`src/rtl/lcd_pkg.sv`:
```
// Shared HD44780 command bytes and state encodings for the 4-bit LCD driver.
package lcd_pkg;

  localparam logic [7:0] CMD_FUNC_4BIT   = 8'h28;
  localparam logic [7:0] CMD_DISP_ON     = 8'h0C;
  localparam logic [7:0] CMD_DISP_CURSOR = 8'h0F;
  localparam logic [7:0] CMD_ENTRY       = 8'h06;
  localparam logic [7:0] CMD_CLEAR       = 8'h01;
  localparam logic [7:0] ADDR_LINE1      = 8'h80;
  localparam logic [7:0] ADDR_LINE2      = 8'hC0;

  typedef enum logic [2:0] {
    ST_POWERUP,
    ST_INIT_NIB,
    ST_INIT_CMD,
    ST_LINE1_ADDR,
    ST_LINE1_CHAR,
    ST_LINE2_ADDR,
    ST_LINE2_CHAR
  } lcd_state_e;

  typedef enum logic [1:0] {
    TX_IDLE,
    TX_SETUP,
    TX_HIGH,
    TX_GAP
  } tx_phase_e;

endpackage

```
`src/rtl/lcd_nibble_tx.sv`:
```
// One nibble on the HD44780 4-bit bus: setup, E strobe, then a programmable E-low gap.
// o_done is asserted in the last gap cycle so a start in that cycle follows with no bubble.
module lcd_nibble_tx
  import lcd_pkg::*;
#(
  parameter int unsigned T_E_SETUP = 2,
  parameter int unsigned T_E_HIGH  = 12
) (
  input  logic        clk,
  input  logic        rst,
  input  logic        i_start,
  input  logic        i_rs,
  input  logic [3:0]  i_nib,
  input  logic [31:0] i_gap,
  output logic        o_rs,
  output logic [3:0]  o_nib,
  output logic        o_e,
  output logic        o_done
);

  tx_phase_e   r_phase, w_phase;
  logic [31:0] r_cnt, w_cnt;
  logic [31:0] r_gap;
  logic        r_rs, r_e, w_e;
  logic [3:0]  r_nib;

  always_comb begin
    w_phase = r_phase;
    w_cnt   = r_cnt + 32'd1;
    w_e     = r_e;
    o_done  = 1'b0;
    case (r_phase)
      TX_SETUP: if (r_cnt == T_E_SETUP - 1) begin
        w_phase = TX_HIGH;
        w_cnt   = '0;
        w_e     = 1'b1;
      end
      TX_HIGH: if (r_cnt == T_E_HIGH - 1) begin
        w_phase = TX_GAP;
        w_cnt   = '0;
        w_e     = 1'b0;
      end
      TX_GAP: if (r_cnt == r_gap - 32'd1) begin
        w_phase = TX_IDLE;
        w_cnt   = '0;
        o_done  = 1'b1;
      end
      default: w_cnt = '0;
    endcase
    if (i_start) begin
      w_phase = TX_SETUP;
      w_cnt   = '0;
      w_e     = 1'b0;
    end
  end

  always_ff @(posedge clk) begin
    if (rst) begin
      r_phase <= TX_IDLE;
      r_cnt   <= '0;
      r_gap   <= '0;
      r_rs    <= 1'b0;
      r_nib   <= '0;
      r_e     <= 1'b0;
    end else begin
      r_phase <= w_phase;
      r_cnt   <= w_cnt;
      r_e     <= w_e;
      if (i_start) begin
        r_rs  <= i_rs;
        r_nib <= i_nib;
        r_gap <= i_gap;
      end
    end
  end

  assign o_rs  = r_rs;
  assign o_nib = r_nib;
  assign o_e   = r_e;

endmodule

```
`src/rtl/lcd_hd44780_4bit.sv`:
```
// HD44780 4-bit driver: power-up wait, init sequence, then continuous two-line refresh.
// Define LCD_CURSOR_EN to turn on cursor and blink in the display-control byte.
module lcd_hd44780_4bit
  import lcd_pkg::*;
#(
  parameter int unsigned T_POWERUP    = 750000,
  parameter int unsigned T_E_SETUP    = 2,
  parameter int unsigned T_E_HIGH     = 12,
  parameter int unsigned T_NIBBLE_GAP = 50,
  parameter int unsigned T_CMD        = 2000,
  parameter int unsigned T_CLEAR      = 82000,
  parameter int unsigned T_INIT_LONG  = 205000,
  parameter int unsigned T_INIT_SHORT = 5000
) (
  input  logic         clk,
  input  logic         rst,
  input  logic [255:0] chars,
  output logic         lcd_rs,
  output logic         lcd_rw,
  output logic         lcd_e,
  output logic         lcd_4,
  output logic         lcd_5,
  output logic         lcd_6,
  output logic         lcd_7,
  output logic         frame_done
);

`ifdef LCD_CURSOR_EN
  localparam logic [7:0] DISP_CTRL = CMD_DISP_CURSOR;
`else
  localparam logic [7:0] DISP_CTRL = CMD_DISP_ON;
`endif

  // r_state/r_idx/r_lo describe the nibble currently on the bus, not the next one
  lcd_state_e   r_state, w_ns;
  logic [3:0]   r_idx, w_nidx;
  logic         r_lo, w_nlo;
  logic [31:0]  r_timer;
  logic [255:0] r_snap;
  logic         r_frame_done;
  logic         w_trig, w_done, w_frame_end, w_rs, w_tx_rs;
  logic [7:0]   w_byte, w_bit1, w_bit2;
  logic [3:0]   w_nib, w_tx_nib;
  logic [31:0]  w_gap;

  always_comb begin
    w_ns        = r_state;
    w_nidx      = r_idx;
    w_nlo       = r_lo;
    w_frame_end = 1'b0;
    w_trig      = (r_state == ST_POWERUP) ? (r_timer == T_POWERUP - 1) : w_done;
    if (w_trig) begin
      case (r_state)
        ST_POWERUP: begin
          w_ns   = ST_INIT_NIB;
          w_nidx = '0;
          w_nlo  = 1'b0;
        end
        ST_INIT_NIB: if (r_idx == 4'd3) begin
          w_ns   = ST_INIT_CMD;
          w_nidx = '0;
        end else w_nidx = r_idx + 4'd1;
        default: if (!r_lo) w_nlo = 1'b1;
        else begin
          w_nlo = 1'b0;
          case (r_state)
            ST_INIT_CMD: if (r_idx == 4'd3) begin
              w_ns   = ST_LINE1_ADDR;
              w_nidx = '0;
            end else w_nidx = r_idx + 4'd1;
            ST_LINE1_ADDR: begin
              w_ns   = ST_LINE1_CHAR;
              w_nidx = '0;
            end
            ST_LINE1_CHAR: if (r_idx == 4'd15) begin
              w_ns   = ST_LINE2_ADDR;
              w_nidx = '0;
            end else w_nidx = r_idx + 4'd1;
            ST_LINE2_ADDR: begin
              w_ns   = ST_LINE2_CHAR;
              w_nidx = '0;
            end
            default: if (r_idx == 4'd15) begin
              w_ns        = ST_LINE1_ADDR;
              w_nidx      = '0;
              w_frame_end = 1'b1;
            end else w_nidx = r_idx + 4'd1;
          endcase
        end
      endcase
    end
  end

  // Column k of a line sits at bit 127-8k, i.e. {~k, 3'b111} within the half
  assign w_bit1 = {1'b1, ~w_nidx, 3'b111};
  assign w_bit2 = {1'b0, ~w_nidx, 3'b111};

  always_comb begin
    w_byte = '0;
    w_rs   = 1'b0;
    case (w_ns)
      ST_INIT_CMD: case (w_nidx)
        4'd0:    w_byte = CMD_FUNC_4BIT;
        4'd1:    w_byte = DISP_CTRL;
        4'd2:    w_byte = CMD_ENTRY;
        default: w_byte = CMD_CLEAR;
      endcase
      ST_LINE1_ADDR: w_byte = ADDR_LINE1;
      ST_LINE2_ADDR: w_byte = ADDR_LINE2;
      ST_LINE1_CHAR: begin
        w_byte = r_snap[w_bit1 -: 8];
        w_rs   = 1'b1;
      end
      ST_LINE2_CHAR: begin
        w_byte = r_snap[w_bit2 -: 8];
        w_rs   = 1'b1;
      end
      default: w_byte = '0;
    endcase
    if (w_ns == ST_INIT_NIB) begin
      w_nib = (w_nidx == 4'd3) ? 4'h2 : 4'h3;
      case (w_nidx)
        4'd0:    w_gap = 32'(T_INIT_LONG);
        4'd1:    w_gap = 32'(T_INIT_SHORT);
        default: w_gap = 32'(T_CMD);
      endcase
    end else begin
      w_nib = w_nlo ? w_byte[3:0] : w_byte[7:4];
      if (!w_nlo)                                      w_gap = 32'(T_NIBBLE_GAP);
      else if (w_ns == ST_INIT_CMD && w_nidx == 4'd3) w_gap = 32'(T_CLEAR);
      else                                             w_gap = 32'(T_CMD);
    end
  end

  always_ff @(posedge clk) begin
    if (rst) begin
      r_state      <= ST_POWERUP;
      r_idx        <= '0;
      r_lo         <= 1'b0;
      r_timer      <= '0;
      r_snap       <= '0;
      r_frame_done <= 1'b0;
    end else begin
      r_state      <= w_ns;
      r_idx        <= w_nidx;
      r_lo         <= w_nlo;
      r_frame_done <= w_frame_end;
      if (r_state == ST_POWERUP) r_timer <= r_timer + 32'd1;
      if (w_ns == ST_LINE1_ADDR && r_state != ST_LINE1_ADDR) r_snap <= chars;
    end
  end

  lcd_nibble_tx #(
    .T_E_SETUP (T_E_SETUP),
    .T_E_HIGH  (T_E_HIGH)
  ) u_tx (
    .clk     (clk),
    .rst     (rst),
    .i_start (w_trig),
    .i_rs    (w_rs),
    .i_nib   (w_nib),
    .i_gap   (w_gap),
    .o_rs    (w_tx_rs),
    .o_nib   (w_tx_nib),
    .o_e     (lcd_e),
    .o_done  (w_done)
  );

  assign lcd_rs     = w_tx_rs;
  assign lcd_rw     = 1'b0;
  assign {lcd_7, lcd_6, lcd_5, lcd_4} = w_tx_nib;
  assign frame_done = r_frame_done;

endmodule
```
`config.mk`:
```
export PLATFORM = sky130hd
export DESIGN_NAME = lcd_hd44780_4bit
export DESIGN_NICKNAME = d
export VERILOG_FILES = /design/src/rtl/lcd_pkg.sv /design/src/rtl/lcd_nibble_tx.sv /design/src/rtl/lcd_hd44780_4bit.sv
export SDC_FILE = /design/constraint.sdc
export NUM_CORES = 1
export LEC_CHECK = 0
export BUFFER_PORTS_ARGS = -buffer_cell sky130_fd_sc_hd__buf_2
export CAP_MARGIN = 20
export CORE_MARGIN = 10
export CORE_UTILIZATION = 40
export CTS_CLUSTER_SIZE = 20
export DETAILED_ROUTE_END_ITERATION = 10
export GPL_TIMING_DRIVEN = 0
export SLEW_MARGIN = 40
export SYNTH_ARGS = -nofsm -noshare
export SYNTH_HDL_FRONTEND = slang
export SYNTH_SLANG_ARGS = --single-unit
```
`constraint.sdc`:
```
create_clock -name clk -period 7.35 [get_ports clk]
set_clock_uncertainty 0.15 [all_clocks]
set_input_delay 1.47 -clock clk [delete_from_list [all_inputs] [get_ports clk]]
set_output_delay 1.47 -clock clk [all_outputs]
set_load 0.05 [all_outputs]
```
# After elaboration in Yosys (flattened, before gate mapping)

Cells that the tools add are included.

Flip-flop bits (word level): 369
Input port bits: 258

Bitwise logic cells: 3
Shift-type cells: 2
Reduce and logical (&&, ||, !) cells: 14
Add/subtract/negate cells: 4
Multiplexer cells: 43
Eq/ne operators: 30

Operators with widths:

| kind                                                   | count |
|---|---|
| indexed part select 263 x 8 -> 8 bit                   | 1 |
| indexed part select 263 x 9 -> 8 bit                   | 1 |
| 2-to-1 mux 32 bit                                      | 4 |
| case mux 32 bit (3 select lines)                       | 1 |
| adder 32 x 1 -> 32 bit (second input constant)         | 2 |
| case mux 8 bit (5 select lines)                        | 1 |
| case mux 18 bit (2 select lines)                       | 1 |
| 2-to-1 mux 17 bit                                      | 2 |
| equality test 32 x 1 -> 1 bit (second input constant)  | 1 |
| equality test 32 x 20 -> 1 bit (second input constant) | 1 |
| equality test 32 bit                                   | 1 |
| equality test 32 x 4 -> 1 bit (second input constant)  | 1 |
| subtractor 32 x 1 -> 32 bit (second input constant)    | 1 |
| 2-to-1 mux 4 bit                                       | 6 |
| 2-to-1 mux 3 bit                                       | 6 |
| case mux 6 bit (3 select lines)                        | 1 |
| case mux 4 bit (2 select lines)                        | 2 |
| equality test 3 bit (second input constant)            | 5 |
| equality test 3 x 2 -> 1 bit (second input constant)   | 4 |
| equality test 4 x 2 -> 1 bit (second input constant)   | 3 |
| case mux 3 bit (4 select lines)                        | 1 |
| 2-to-1 mux 1 bit                                       | 11 |
| inequality test 3 x 1 -> 1 bit (second input constant) | 3 |
| OR reduction 9 bit                                     | 1 |
| other kinds (23)                                       | 35 |

# Depth between registers and ports, before layout

Gate-level depths: netlist of the first run.

Depth after elaboration: 11
Mapped depth: 20

# Hierarchy

Synthesis of the first run repeated with hierarchy kept, for this count alone.

Cells, all modules: 2317
Area total of the unflattened synthesis: 17822.1 µm²

By module, submodules not included:

| module           | area an instance (µm²) | cells an instance | times used | seq. area each (µm²) |
|---|---|---|---|---|
| lcd_hd44780_4bit | 13648.1                | 1825              | 1          | 5945.7 |
| lcd_nibble_tx    | 4174.0                 | 492               | 1          | 1441.4 |

# Least setup slack after synthesis of the first run

Ideal clock, no wire load.

Path kind: register to register
Start point: reg u_tx.r_gap[5]
End point: reg u_tx.r_nib[3], in the netlist u_tx.o_nib[3]
Cell stages (with the launch flop): 17
Clock period less this slack: 3988 ps
Data arrival time: 3703 ps
Path buffers: 1
Library setup time: 135 ps
Setup slack: 3362 ps
Path through: dfxtp_1 -> buf_6 -> inv_1 -> ha_1 -> nor2b_1 -> nand2_1 -> or4b_4 -> a2111oi_4 -> nand2_1 -> nor3_2 -> a21o_2 -> mux2_1 -> nor2_1 -> a311oi_1 -> a311o_1 -> a311oi_1 -> a2111oi_2

Longest elaborated chain between the ends: 11
Elaborated cells on any way between the ends: 24

Ends and longest elaborated chain:

| item                                                               | line                                           | source |
|---|---|---|
| start, declared                                                    | lcd_nibble_tx.sv:23                            | `logic [31:0] r_gap;` |
| start signal, assigned                                             | lcd_nibble_tx.sv:72                            | `r_gap <= i_gap;` |
| subtractor 32 x 1 -> 32 bit *                                      | lcd_nibble_tx.sv:43                            | `TX_GAP: if (r_cnt == r_gap - 32'd1) begin` |
| equality test 32 bit *                                             | lcd_nibble_tx.sv:43                            |  |
| 2-to-1 mux 1 bit *                                                 | lcd_nibble_tx.sv:43                            |  |
| 2-to-1 mux 1 bit *                                                 | lcd_nibble_tx.sv:32                            | `case (r_phase)` |
| 2-to-1 mux 1 bit *                                                 | lcd_hd44780_4bit.sv:51                         | `w_trig = (r_state == ST_POWERUP) ? (r_timer == T_POWERUP - 1) : w_done;` |
| 2-to-1 mux 4 bit                                                   | lcd_hd44780_4bit.sv:52                         | `if (w_trig) begin` |
| inverter 4 bit, or another cell as far along                       | lcd_hd44780_4bit.sv:95, lcd_hd44780_4bit.sv:96 |  |
| indexed part select 263 x 9 -> 8 bit, or another cell as far along | lcd_hd44780_4bit.sv:111                        | `w_byte = r_snap[w_bit1 -: 8];` |
| case mux 8 bit (5 select lines)                                    | lcd_hd44780_4bit.sv:101                        | `case (w_ns)` |
| 2-to-1 mux 4 bit                                                   | lcd_hd44780_4bit.sv:128                        | `w_nib = w_nlo ? w_byte[3:0] : w_byte[7:4];` |
| 2-to-1 mux 4 bit                                                   | lcd_hd44780_4bit.sv:120                        | `if (w_ns == ST_INIT_NIB) begin` |
| end signal, assigned                                               | lcd_nibble_tx.sv:71                            | `r_nib <= i_nib;` |
| end, declared                                                      | lcd_nibble_tx.sv:25                            | `logic [3:0] r_nib;` |

Mark *: on every way between the ends. The rest lies on a longest branch, timed or not.
A chain may end at the register's enable or synchronous reset.

# Worst setup path after layout of the first run

Start point: reg u_tx.r_gap[5]
End point: reg u_tx.r_nib[1], in the netlist u_tx.o_nib[1]

The elaborated chain is that of the path after synthesis.

==> results of run 1 <==
-- cell type report --
cell class              instances  area [µm²]  area share [%]
plain buffers                 157         821            4.13
clock buffers                  55        1090            5.47
clock inverters                11         203            1.02
inverters                      17        63.8           0.321
multi-input cells            1655        8730            44.0
flip-flops and latches        348        6970            35.1
well taps                     532         666            3.35
repair buffers                263        1320            6.63
-- cells by family (layout without fill, tap and decap cells) --
logic type	after synthesis	after routing	share of synthesized area [%]
xor+xnor	73	73	3.86
buf+inv	174	503	5.34
simple gates	1073	1073	27.9
other cells	1	1	0.0226
fa+ha+maj	5	5	0.378
compound gates	413	413	14.7
mux	90	90	5.75
flops	348	348	42.0
-- worst min-delay path, cell delays in order (launching register included) --
cell and delay, ns:
dfxtp_1 0.31, nand2_1 0.05, a21oi_1 0.05
-- power by group through the flow --
| stage | registers, mW | clock network (mW) | logic [mW] |
|---|---|---|---|
| floorplan | 1.93 | 0 | 0.0809 |
| finish | 1.89 | 2.01 | 0.214 |
| global route | 1.89 | 2.10 | 0.226 |
| CTS | 1.89 | 2.03 | 0.211 |
| global placement | 1.93 | 0 | 0.209 |
| detailed placement | 1.93 | 0 | 0.210 |
-- stage by stage --
stage | std cells | area [µm²]
CTS | 3038 | 19800
global placement | 2972 | 18600
finish | 3038 | 19900
floorplan | 2177 | 16600
global route | 3038 | 19900
detailed placement | 2972 | 18600
-- sequential cells by signal, indices dropped and copies added, names as in the netlist --
| signal | count |
|---|---|
| r_snap | 256 |
| r_timer | 32 |
| u_tx.r_cnt | 32 |
| u_tx.r_gap | 11 |
| r_idx | 4 |
| u_tx.o_nib | 4 |
| r_state | 3 |
| u_tx.r_phase | 2 |
| frame_done | 1 |
| r_lo | 1 |
| u_tx.o_e | 1 |
| u_tx.o_rs | 1 |
-- Yosys cell counts, types with 6 or more instances --
library cell  count
xnor2_1          34
and2_1           13
nand2_1         706
inv_1            17
nand3_1          76
or3_1            10
clkbuf_1         61
a22oi_1           6
buf_6             9
xor2_1           39
dfxtp_1         348
a21oi_1         286
nor4_1           16
a31oi_1          14
nor3_1           24
nand4_1          29
and3_1           25
a32oi_1          19
buf_4             9
buf_2            71
nor2b_1           6
o21ai_0          22
nor2_1          125
mux2i_1          81
-- routing by layer --
metal	share of wire [%]	up-vias
met2	47	631
met1	43	7863
met3	6.9	122
met4	3.2	0
li1	-	7996
met5	0	-
-- final timing paths --
check	from	to	slack [ns]	cells after the start
worst min register to register	r_snap[136]$_SDFFE_PP0P_	r_snap[136]$_SDFFE_PP0P_	0.30	2
worst max-delay path	u_tx.r_gap[5]$_SDFFE_PP0N_	u_tx.o_nib[1]$_SDFFE_PP0N_	1.83	18
worst min-delay path	r_snap[136]$_SDFFE_PP0P_	r_snap[136]$_SDFFE_PP0P_	0.30	2
worst max register to register	u_tx.r_gap[5]$_SDFFE_PP0N_	u_tx.o_nib[1]$_SDFFE_PP0N_	1.83	18
==> impl_results.md, run 1 <==
- Initial Util: 40.5%
- ANT cells: 0
- Met2 GRT Util: 40.2%
- Pint: 3.17 mW
- FP Rows: 74
- Largest net degree at the start of global routing: 13
- Max VDD drop: ~0.13 mV
- Routed vias: 16,612
- DRT Wirelength: 62,900 µm
- Sequential-to-total area share from yosys stat: 42.0%
- Core area: 0.0409 mm²
- Hold Slack: ~0.30 ns
- Leak Pwr: approximately 7.5 nW
- Routing usage on met3: between 3 and 4%
- Met1 usage: 30.1%
- Die H: approximately 220 µm
- Setup_tns: 0 ns
- Area grow syn2layout: 19.8%
- Crit-path cells: buf_6 -> inv_1 -> ha_1 -> nor2b_1 -> nand4_1 -> xnor2_1 -> a2111oi_1 -> o2111ai_2 -> mux2i_1 -> nor2_1 -> buf_2 -> buf_2 -> buf_2 -> mux2i_1 -> mux2i_1 -> o22ai_1 -> nor4_1 -> a211oi_2
- Final hold violations: 0
- Delay of the slowest critical-path stage: 0.65 ns
- Synth cell types: 89
- Total grt overflow: 0
- Share of the synthesized area in the top cell type: 42.0%
- FMAX: 0.181 GHz
- Status: complete, no violations
- Clock power frac: about half
- Routed WL per cell: 20.7 µm
- Layout Nets: 2,744
- Clk root buf: clkbuf_16
- Psw: about 940 µW
- WS Path Type: flip-flop to flip-flop
- Vias in the first global route: 16,181
- Layout cells sized above 1: 18.0%
- Switch share: 22.9%
- Synthesized area: 0.0166 mm²
- HP Class: flip-flop to flip-flop
- Pwr Density: 207 mW/mm²
- Vias/cell: 5.47
- CTS tree: done
- Slew margin rel.: between 40% and 50%
- Top delay family on crit path: buffers and inverters
- Overall Power: just over 4 mW
- Asr flop ratio synth: 0%
- Top cells by area, synth: dfxtp_1 42%, nand2_1 16%, a21oi_1 8.6%
- Initial DRC count: 1,422
- Setup slack at placement: 1.97 ns
- Input/output buffers: between 200 and 300
- Clk_lat worst skew: 0.57 ns
- Critical path's slowest cell: a2111oi_1
- Setup crit end kind: flip-flop
- Most frequent cells in the layout: 706 x nand2_1, 348 x dfxtp_1, 334 x buf_2, 286 x a21oi_1, 124 x nor2_1
- IO Pins: 266
- Clock Sinks: 348
- Crit path buffers/inverters: 5
- # setup viols final: 0
- Clock transition at path regs: 0.06 ns
- First-pass GRT wire length: 94,200 µm
- CTS H-Tree Depth: 2
- Post-synth top area cell: dfxtp_1
- Startpoint Class: flip-flop
- Combinational share of power: ~5.2%
- Commonest non-fill, non-tap cell in the layout: nand2_1
- Mapped Cells: around 2,200
- Post-DP HPWL: 47,900 µm
- Antenna viol nets, final: 0
- GPL Wtd Cong: 0.922
- Final worst path period share: 75.1%
- Post-CTS Setup Bufs: 0
- Clock tree buffer depth: 3
- Num CTS Buffers: 39
- # Max-Cap Violations: 0
- Initial antenna violation count: 1
- Grt peak-use layer: met2
- Hold buffer count at cts: 0
- Number of flops mapped to enable cells by yosys: 0
- Slew Viols, Final: 0
- Sequential share of power: 45.9%
- TritonRoute pass-1 iters: 6
- Syn nets: 2,440
- Filler cells: a little over 4,000
- Min Tclk post-route: 5.52 ns
- Seq cells post-synth: 348
- Top_reg_cell synth: dfxtp_1
- RSZ-0062 raised after global routing: no
- Synth warn: 0
- Die ar.: about 0.050 mm²
- Slew @ Worst Pin: 0.840 ns
- Syn_area_per_cell: 7.61 µm²
- Crit path max fanout: 10
- DRC violations left: 0
- GR Util All Layers: 23.9%
- Final Util: 48.5%
- Resized cells post-CTS: 0
- Chip Width: 224 µm
- WP data arrival: 5.82 ns
- Final setup margin: ~1.8 ns
- WP data required: around 7.7 ns
No activity file was read; power rests on OpenSTA's default activity.
==> run 2, diff against run 1 <==
--- a/config.mk
+++ b/config.mk
@@ -5,6 +5,7 @@
 export SDC_FILE = /design/constraint.sdc
 export NUM_CORES = 1
 export LEC_CHECK = 0
+export ABC_AREA = 1
 export BUFFER_PORTS_ARGS = -buffer_cell sky130_fd_sc_hd__buf_2
 export CAP_MARGIN = 20
 export CORE_MARGIN = 10
==> constraint.sdc (replaced) <==
create_clock -name clk -period 4.4 [get_ports clk]
set_clock_uncertainty 0.15 [all_clocks]
set_input_delay 0.88 -clock clk [delete_from_list [all_inputs] [get_ports clk]]
set_output_delay 0.88 -clock clk [all_outputs]
set_load 0.05 [all_outputs]
==> run 2 against run 1 <==
Net effect:
- fmax increased by 36%
- hold slack got worse by 0.011 ns
- flip-flop and latch count unchanged
- via count increased by 10%
- synthesized cell count increased by 18%
- critical path depth increased by 8
- critical endpoint is now u_tx.o_nib[3]$_SDFFE_PP0N_
- largest power group unchanged
==> impl_results.md, run 2 <==
- Vias/cell: 5.24 (-4.2%)
- Synth cell types: 49 (-45%)
- Initial DRC count: 1,754 (+23%)
- Number of flops mapped to enable cells by yosys: 0 (unchanged)
- Min-Delay Startpoint: r_snap[66]$_SDFFE_PP0P_
- Share of the synthesized area in the top cell type: 40.2% (-1.9 points)
- Clk_lat worst skew: 0.59 ns (+0.02 ns)
- Area grow syn2layout: 20.2%
- Routed vias: 18,329 (+10%)
- # Max-Cap Violations: 0 (unchanged)
- Clk root buf: clkbuf_16
- Cell depth of the worst flop-to-flop path: 26 (+8)
- Top_reg_cell synth: dfxtp_1
- Delay of the slowest critical-path stage: 0.42 ns (-0.23 ns)
- Min Tclk post-route: 4.05 ns (-1.47 ns)
- Largest net degree at the start of global routing: 14 (+1)
- Leak Pwr: 8.70 nW (+15%)
- Sequential-to-total area share from yosys stat: 40.2% (-1.9 points)
- IO Pins: 266 (unchanged)
- Final worst path period share: 92.0% (+17 points)
- GPL Wtd Cong: 0.976 (+5.8%)
- DRC violations left: 0 (unchanged)
- Die H: 228 µm (+2.1%)
- R2r endpoint: u_tx.o_nib[3]$_SDFFE_PP0N_
- Slew Viols, Final: 0 (unchanged)
- Top flop regs: r_snap: 256 flops, r_timer: 32 flops, u_tx.r_cnt: 32 flops
- Routed WL per cell: 19.5 µm (-5.9%)
- Pwr Density: 337 mW/mm² (+63%)
- R2R setup slack: 0.35 ns (-1.48 ns)
- Chip Width: 228 µm (+2.1%)
- Slew @ Worst Pin: 0.784 ns (-0.0554 ns)
- Largest Register: r_snap
- Max reg flops: 256 (unchanged)
- Clock tree buffer depth: 3 (unchanged)
- Final Util: 48.5% (about the same)
- Core area: 0.0430 mm² (+5.0%)
- Syn nets: 2,837 (+16%)
- DRT Wirelength: 68,200 µm (+8.4%)
- Final hold violations: 0 (unchanged)
- Filler cells: 4,521 (+8.9%)
- Hold depth: 2 (unchanged)
- CTS H-Tree Depth: 2 (unchanged)
- Final setup margin: 0.352 ns (-1.48 ns)
- Setup crit start: u_tx.r_gap[5]$_SDFFE_PP0N_
- Initial antenna violation count: 1 (unchanged)
- Initial Util: 40.4% (-0.12 points)
- Most instantiated cells after synthesis: 522 x nand2_1, 381 x inv_1, 348 x dfxtp_1, 311 x a21oi_1, 188 x o21ai_0
- Status: complete, no violations
- Critical path's slowest cell: dfxtp_2
- Die ar.: 0.0521 mm² (+4.3%)
- Layout Nets: 3,145 (+15%)
- RSZ-0062 raised after global routing: no
- Most frequent cells in the layout: 522 x nand2_1, 380 x inv_1, 347 x dfxtp_1, 323 x buf_2, 311 x a21oi_1
- Crit path max fanout: 10 (unchanged)
- Setup crit end kind: flip-flop
- WP data arrival: 4.38 ns (-1.44 ns)
- Layout cells sized above 1: 16.4% (-1.6 points)
- Total grt overflow: 0 (unchanged)
- Synth warn: 0 (unchanged)
- Syn_area_per_cell: 6.74 µm² (-11%)
- Num CTS Buffers: 40 (+2.6%)
- Seq cells post-synth: 348 (unchanged)
- FMAX: 0.247 GHz (+36%)
- Synthesized area: 0.0174 mm² (+4.7%)
- Mapped Cells: 2,574 (+18%)
- GR Util All Layers: 25.0% (+1.1 points)
- Setup slack at placement: -0.138 ns (-2.11 ns)
- WP data required: 4.73 ns (-2.92 ns)
- HP Class: flip-flop to flip-flop
- Input/output buffers: 264 (+0.38%)
- Post-synth top area cell: dfxtp_1
- Reg2reg start: u_tx.r_gap[5]$_SDFFE_PP0N_
- Commonest non-fill, non-tap cell in the layout: nand2_1
- TritonRoute pass-1 iters: 7 (+1)
- Max VDD drop: 0.232 mV (+81%)
- WS Path Type: flip-flop to flip-flop
- Worst hold path endpoint: r_snap[66]$_SDFFE_PP0P_
- Startpoint Class: flip-flop
- Vias in the first global route: 17,861 (+10%)
- First-pass GRT wire length: 102,000 µm (+8.5%)
- CTS tree: done
- Clock Sinks: 348 (unchanged)
- Critical path's most frequent cell: nand2_1
- Clock transition at path regs: 0.06 ns (about the same)
- Top cells by area, synth: dfxtp_1 40%, nand2_1 11%, a21oi_1 9.0%
- Post-DP HPWL: 52,200 µm (+8.9%)
- Slew margin rel.: 47.7% (+4.3 points)
- FP Rows: 76 (+2.7%)
- # setup viols final: 0 (unchanged)
- Asr flop ratio synth: 0% (unchanged)
- Most common cell in the netlist: nand2_1
- Antenna viol nets, final: 0 (unchanged)
-- run 2: layer usage --
| metal | wire length, µm | track usage [%] |
|---|---|---|
| met1 | 28200 | 30.4 |
| met5 | 0 | 0 |
| met3 | 5110 | 5.25 |
| met4 | 2220 | 8.94 |
| met2 | 32800 | 42.9 |
-- run 2: power by group --
part / switching (mW) / internal [mW]
combinational: 0.202 / 0.132
sequential: 0.00727 / 3.16
clock: 1.45 / 2.08
-- run 2: through the flow --
stage | instances | power, mW | hold slack, ns | setup TNS (ns) | cell area [µm²]
finish | 3499 | 7.03 | 0.292 | 0 | 20900
global placement | 3423 | 3.56 | 0.279 | -0.818 | 19400
detailed placement | 3423 | 3.57 | 0.284 | -7.60 | 19400
CTS | 3496 | 7.06 | 0.293 | 0 | 20800
global route | 3498 | 7.21 | 0.312 | 0 | 20800
floorplan | 2574 | 3.37 | 0.270 | 0 | 17400
-- run 2: area by class of cell --
cell class | instances | area (µm²) | share of cell area (%)
multi-input cells | 1686 | 8190 | 39.3
diodes | 1 | 2.50 | 0.0120
clock inverters | 13 | 205 | 0.984
inverters | 390 | 1470 | 7.04
flip-flops and latches | 348 | 6970 | 33.4
clock buffers | 60 | 1160 | 5.55
well taps | 585 | 732 | 3.51
repair buffers | 266 | 1340 | 6.41
plain buffers | 150 | 795 | 3.81
-- run 2: cell families (layout without fill, tap and decap cells) --
kind of cell / count (synthesis) / count (layout) / synth area share, %
and+or+nand+nor: 929 / 929 / 23.7
AOI/OAI and AO/OA: 717 / 717 / 21.2
buffers and inverters: 540 / 879 / 12.8
DFF: 348 / 348 / 40.2
xor gates and xnor gates: 34 / 34 / 1.72
adders and majority gates: 5 / 5 / 0.361
other: 1 / 2 / 0.0216
-- run 2: worst max path at each step --
stage | cells after the start | to
4_1_cts | 21 | u_tx.o_nib[1]$_SDFFE_PP0N_
5_1_grt | 26 | u_tx.o_nib[3]$_SDFFE_PP0N_
2_1_floorplan | 22 | r_snap[199]$_SDFFE_PP0P_
3_5_place_dp | 24 | u_tx.o_nib[1]$_SDFFE_PP0N_
6_report | 26 | u_tx.o_nib[3]$_SDFFE_PP0N_
3_3_place_gp | 24 | u_tx.o_nib[1]$_SDFFE_PP0N_
-- run 2: what timing repair did --
| action | 4_1_cts | 5_1_grt |
|---|---|---|
| cloned | 0 | 0 |
| gates resized for setup | 8 | 23 |
| setup endpoints to repair | 184 | 279 |
| pin swaps | 0 | 1 |
| hold buffers | 0 | 0 |
| buffers inserted | 0 | 2 |
-- run 2: critical path: cells and delay by family (launching register included) --
kind | cells | cell delay, ns
AND/OR/NAND/NOR | 21 | 2.38
flip-flops | 1 | 0.42
adder cells (fa/ha/maj) | 1 | 0.32
buffers and inverters | 4 | 0.68
